===== config.mk =====
export PLATFORM = sky130hd
export DESIGN_NAME = spike_delay_bank
export DESIGN_NICKNAME = d
export VERILOG_FILES = /design/src/rtl/spike_delay_bank.sv
export SDC_FILE = /design/constraint.sdc
export NUM_CORES = 2
export LEC_CHECK = 0
export ABC_CLOCK_PERIOD_IN_PS = 26000
export CORE_ASPECT_RATIO = 0.5
export CORE_MARGIN = 3
export CORE_UTILIZATION = 45
export CTS_BUF_LIST = sky130_fd_sc_hd__clkbuf_8
export DETAILED_ROUTE_END_ITERATION = 10
export SYNTH_ARGS = -nofsm -noshare
export SYNTH_HDL_FRONTEND = slang
export SYNTH_SLANG_ARGS = --single-unit

===== constraint.sdc =====
create_clock -name clk -period 26 [get_ports clk]
set_input_delay 5.2 -clock clk [delete_from_list [all_inputs] [get_ports clk]]
set_output_delay 5.2 -clock clk [all_outputs]
set_load 0.02 [all_outputs]

===== src/rtl/spike_delay_bank.sv =====
// spike_delay_bank: per-channel programmable axonal delay lines,
// short/long combine, and tick-latched saturating spike counters.
module spike_delay_bank #(
  parameter int NCH        = 4,
  parameter int ADDR_W     = 10,
  parameter int DEPTH      = 1024,
  parameter int CNT_W      = 32,
  parameter int DELAY_INIT = 5
) (
  input  logic                 clk,
  input  logic                 reset,
  input  logic                 en,
  input  logic [NCH-1:0]       spike_in,
  input  logic [ADDR_W-1:0]    delay_in,
  input  logic                 delay_load,
  input  logic [1:0]           mode,
  input  logic                 tick,
  output logic [NCH-1:0]       spike_delayed,
  output logic [NCH-1:0]       spike_out,
  output logic [NCH*CNT_W-1:0] cnt_out,
  output logic                 armed
);

  // Array is sized to the full address space so any pointer
  // width indexes it cleanly; only 0..DEPTH-1 is ever touched.
  localparam int MEM_N = 1 << ADDR_W;

  localparam int D_INIT_C =
    (DELAY_INIT < 1)      ? 1 :
    (DELAY_INIT >= DEPTH) ? DEPTH - 1 :
                            DELAY_INIT;

  localparam logic [ADDR_W:0]   DEPTH_W  = (ADDR_W+1)'(DEPTH);
  localparam logic [ADDR_W:0]   FILL_ONE = (ADDR_W+1)'(1);
  localparam logic [ADDR_W-1:0] D_MAX    = ADDR_W'(DEPTH - 1);
  localparam logic [ADDR_W-1:0] D_MIN    = ADDR_W'(1);
  localparam logic [ADDR_W-1:0] D_RST    = ADDR_W'(D_INIT_C);
  localparam logic [ADDR_W-1:0] PTR_LAST = ADDR_W'(DEPTH - 1);
  localparam logic [ADDR_W-1:0] PTR_ONE  = ADDR_W'(1);
  localparam logic [CNT_W-1:0]  CNT_MAX  = '1;
  localparam logic [CNT_W-1:0]  CNT_ONE  = CNT_W'(1);

  logic [NCH-1:0]    mem [MEM_N];

  logic [ADDR_W-1:0] wr_ptr;
  logic [ADDR_W-1:0] rd_ptr;
  logic [ADDR_W-1:0] d_q;
  logic [ADDR_W-1:0] d_nx;
  logic [ADDR_W-1:0] d_req;
  logic [ADDR_W:0]   fill;
  logic [ADDR_W:0]   fill_nx;
  logic              fill_ok;
  logic [NCH-1:0]    dly;
  logic [NCH-1:0]    comb_nx;

  logic [CNT_W-1:0]  cnt    [NCH];
  logic [CNT_W-1:0]  cnt_nx [NCH];

  // Clamp the requested delay into 1..DEPTH-1.
  always_comb begin
    d_req = delay_in;
    if (delay_in == '0)
      d_req = D_MIN;
    else if ({1'b0, delay_in} >= DEPTH_W)
      d_req = D_MAX;
  end

  // Read pointer D steps behind the writer, wrapping at DEPTH.
  always_comb begin
    if (wr_ptr >= d_q)
      rd_ptr = wr_ptr - d_q;
    else
      rd_ptr = ADDR_W'({1'b0, wr_ptr} + DEPTH_W
                       - {1'b0, d_q});
  end

  // Delayed tap, masked until D valid entries exist.
  always_comb begin
    fill_ok = (fill >= {1'b0, d_q});
    dly     = fill_ok ? mem[rd_ptr] : '0;
  end

  // Short/long combine selected by mode.
  always_comb begin
    comb_nx = spike_in | dly;
    unique case (mode)
      2'd0:    comb_nx = spike_in;
      2'd1:    comb_nx = dly;
      default: comb_nx = spike_in | dly;
    endcase
  end

  // Next fill level and delay; a load overrides the step.
  always_comb begin
    fill_nx = fill;
    d_nx    = d_q;
    if (en && (fill != DEPTH_W))
      fill_nx = fill + FILL_ONE;
    if (delay_load) begin
      fill_nx = '0;
      d_nx    = d_req;
    end
  end

  // Saturating per-channel increment for the current step.
  always_comb begin
    for (int ch = 0; ch < NCH; ch++) begin
      cnt_nx[ch] = cnt[ch];
      if (en && comb_nx[ch] && (cnt[ch] != CNT_MAX))
        cnt_nx[ch] = cnt[ch] + CNT_ONE;
    end
  end

  // Spike buffer write; contents need no reset.
  always_ff @(posedge clk) begin
    if (en)
      mem[wr_ptr] <= spike_in;
  end

  // Pointer, fill, delay and registered spike outputs.
  always_ff @(posedge clk or posedge reset) begin
    if (reset) begin
      wr_ptr        <= '0;
      fill          <= '0;
      d_q           <= D_RST;
      armed         <= 1'b0;
      spike_delayed <= '0;
      spike_out     <= '0;
    end else begin
      fill  <= fill_nx;
      d_q   <= d_nx;
      armed <= (fill_nx >= {1'b0, d_nx});
      if (en) begin
        wr_ptr        <= (wr_ptr == PTR_LAST) ? '0
                         : wr_ptr + PTR_ONE;
        spike_delayed <= dly;
        spike_out     <= comb_nx;
      end
    end
  end

  // Counters: accumulate, latch and clear on tick.
  always_ff @(posedge clk or posedge reset) begin
    if (reset) begin
      cnt_out <= '0;
      for (int ch = 0; ch < NCH; ch++)
        cnt[ch] <= '0;
    end else begin
      for (int ch = 0; ch < NCH; ch++) begin
        if (tick) begin
          cnt_out[ch*CNT_W +: CNT_W] <= cnt_nx[ch];
          cnt[ch]                    <= '0;
        end else begin
          cnt[ch] <= cnt_nx[ch];
        end
      end
    end
  end

endmodule

==> reports/results.ini <==
[synthesis]
syn_area_per_cell_um2=19.2
synth.distinct_cells=91
synth_top_area_frac=0.699
synth-seq-cells=4392
syn_nets=9216
async_flop_share=0.0674
syn_area_um2=176000
synth_edf_count=4096
synth_top_area_cell=edfxtp_1
ys_top_cells_by_area=edfxtp_1 (70%), mux4_2 (15%), dfrtp_1 (4.2%)
synthCells=9155
synthFlopType=edfxtp_1
ys_warn_count=0
yosysSeqAreaShare=0.741

[clock_network]
clk_latency_ps=1160
cts_buffers=635
post_cts_resized=0
clockBufferDepth=4
htree_num_levels=6
root_buffer=clkbuf_8
cts_tree=done
clock_sinks=4392
path_clk_slew_ps=70
holdBufCountCts=0
cts_setup_buffers=0

[routing]
vias=92700
drt_first_pass_iters=7
routedWlPerCell_um=32.3
drcViolationCount=0
drt_iter0_drc=13900
ant_nets=0
wirelength_um=494000
vias_per_cell=6.06

[timing]
fin_crit_sh=0.367
drv_slew=5
slew_headroom=-0.0339
setup_viol=0
fmax_ghz=0.105
worst_pin_slew_ps=1540
holdWs_ps=486
rsz0062_at_grt=no
min_period_ps=9540
hold_viol=0
fin_skew_ps=91.3
tns_ps=0

[cells_and_area]
layout_commonest_cell=edfxtp_1
fill_cells=31200
drive_gt1_frac=0.231
final_cell_mix=edfxtp_1 (4096), nor2_1 (1315), mux4_2 (1202), clkbuf_8 (667), nand2_1 (365)
area_growth_syn_to_layout_pct=10.6
fin_nets=9627

[critical_path]
crit_top_cell=buf_4
cpMaxStageDelayCell=fa_4
critPathMaxFanout=78
critPathArrivalTime_ps=10520
cp_cell_sequence=inv_1, ha_4, inv_1, fa_4, buf_12, buf_4, buf_4, buf_4, mux4_2, mux4_1, mux2i_1, o22ai_1, o31a_1, a2111oi_2, buf_6, a211oi_1, buf_4, o21ai_4, nor3_1, mux2_2
crit_type=flop to flop
crit_path_end_kind=flop
cp-start-kind=flop
worstPathRequired_ps=26970
critPathMaxStageDelay_ps=1230

[run_status]
violations=capacitance limit, slew limit
status=complete, but fails checks

[floorplanning]
initial_core_util=0.455
row_count=161
coreArea_um2=387000
die_h_um=448
dieArea_um2=399000
dieWidth_um=890
ioPinCount=158

[power]
p_sw_w=0.00718
leakage_nw=61.6
powerDensity_nw_per_um2=103
p_clk_frac=0.256
p_comb_frac=0.355
p_seq_frac=0.389
p_sw_frac=0.359
peakVddDrop_mv=0.216
p_int_w=0.0128

[placed_design]
hpwlAfterDp_um=295000
gp_congestion=0.828
port_buffers=157

[worst_hold_path]
hp-class=flop to flop

[global_routing]
grt_overflow=0
grt_max_degree=245
grt_pass1_wl_um=701000
antenna_found_initial=51
grt_pass1_vias=92400
track_usage=0.245

[job]
cap_viol_max_count=1

-- critical path: cells and delay by family, from the launching register on --
| kind | cells | cell delay [ps] |
|---|---|---|
| adder cells (fa/ha/maj) | 2 | 1390 |
| multiplexers | 4 | 1710 |
| flip-flops | 1 | 420 |
| AO/OA/AOI/OAI | 5 | 2180 |
| buffers and inverters | 8 | 3160 |
| AND/OR/NAND/NOR | 1 | 190 |
-- final timing paths --
| path | from | endpoint | slack, ps | cells past startpoint |
|---|---|---|---|---|
| worst min register to register | cnt_out[78]$_DFFE_PP0P_ | cnt_out[78]$_DFFE_PP0P_ | 490 | 2 |
| min in group asynchronous | reset | cnt[43]$_DFF_PP0_ | 4650 | 2 |
| worst min-delay path | cnt_out[78]$_DFFE_PP0P_ | cnt_out[78]$_DFFE_PP0P_ | 490 | 2 |
| worst max register to register | wr_ptr[0]$_DFFE_PP0P_ | cnt[57]$_DFF_PP0_ | 16460 | 20 |
| max in group asynchronous | reset | cnt[65]$_DFF_PP0_ | 19430 | 4 |
| worst max-delay path | wr_ptr[0]$_DFFE_PP0P_ | cnt[57]$_DFF_PP0_ | 16460 | 20 |
-- routing by layer --
| layer | up-vias | part of all wire | GRT usage |
|---|---|---|---|
| met1 | 49300 | 0.40 | 0.354 |
| met5 | - | 0.00014 | 0 |
| met2 | 5029 | 0.46 | 0.372 |
| met4 | 10 | 0.026 | 0.0675 |
| li1 | 37600 | - | - |
| met3 | 732 | 0.11 | 0.0654 |
-- Yosys cell counts, types with 18 or more instances --
master    instances
nand3_1         113
xnor2_1          75
inv_1            55
edfxtp_1       4096
buf_1            70
a21oi_1         159
and3_1           60
buf_2           113
nand2_1         397
mux2i_1          48
a31oi_1          39
xor2_1           36
mux4_2         1202
nor3_1           50
o21ai_0          63
ha_1             39
and2_1           36
a311oi_1         18
nor3b_1          18
or3_1            26
nor2_1         1323
nor4_1           25
a22oi_1          22
dfrtp_1         294
nor2b_1          19
nand4_1          41
buf_4           140
o21a_1           19
clkbuf_1        239
buf_6            42
-- power groups by stage --
stage / Combinational, W / Clock [W] / Sequential (W)
floorplan: 0.00415 / 0 / 0.00794
global placement: 0.00706 / 0 / 0.00793
detailed placement: 0.00706 / 0 / 0.00793
CTS: 0.00708 / 0.00520 / 0.00778
global route: 0.00732 / 0.00553 / 0.00778
finish: 0.00709 / 0.00512 / 0.00778
-- through the flow --
stage	area, µm²	setup WS (ps)	instances	total power, W	util
floorplan	176000	12630	9155	0.0121	-
global placement	183000	14350	14100	0.0150	0.473
detailed placement	183000	16490	14100	0.0150	0.473
CTS	195000	16440	15300	0.0201	0.503
global route	195000	15800	15300	0.0206	0.503
finish	195000	16460	15300	0.0200	0.503
-- cell families (layout without fill, tap and decap cells) --
logic type	count (synthesis)	count (layout)	synth area share
buffers and inverters	676	1580	0.0208
AOI/OAI and AO/OA	494	494	0.0189
DFF	4392	4392	0.741
xor gates and xnor gates	112	112	0.00562
other	0	15	0
and+or+nand+nor	2173	2173	0.0527
adders and majority gates	40	40	0.00289
muxes	1268	1268	0.158
-- registers in the layout (all words and copies together) (netlist names) --
name	flops
wr_ptr	10
cnt	128
mem	4096
d_q	10
fill	11
spike_delayed	4
cnt_out	128
armed	1
spike_out	4
-- area by class of cell --
class,instances,area [µm²],share of cell area
inverter,55,214,0.00110
antenna,15,37.5,0.000193
multi-input combinational,4087,42400,0.218
clock buffer,667,9180,0.0472
timing repair buffer,395,3620,0.0186
sequential,4392,130000,0.670
clock inverter,463,2150,0.0110
tap,5216,6530,0.0335
Note: power is estimated with default switching activity, not from simulation.
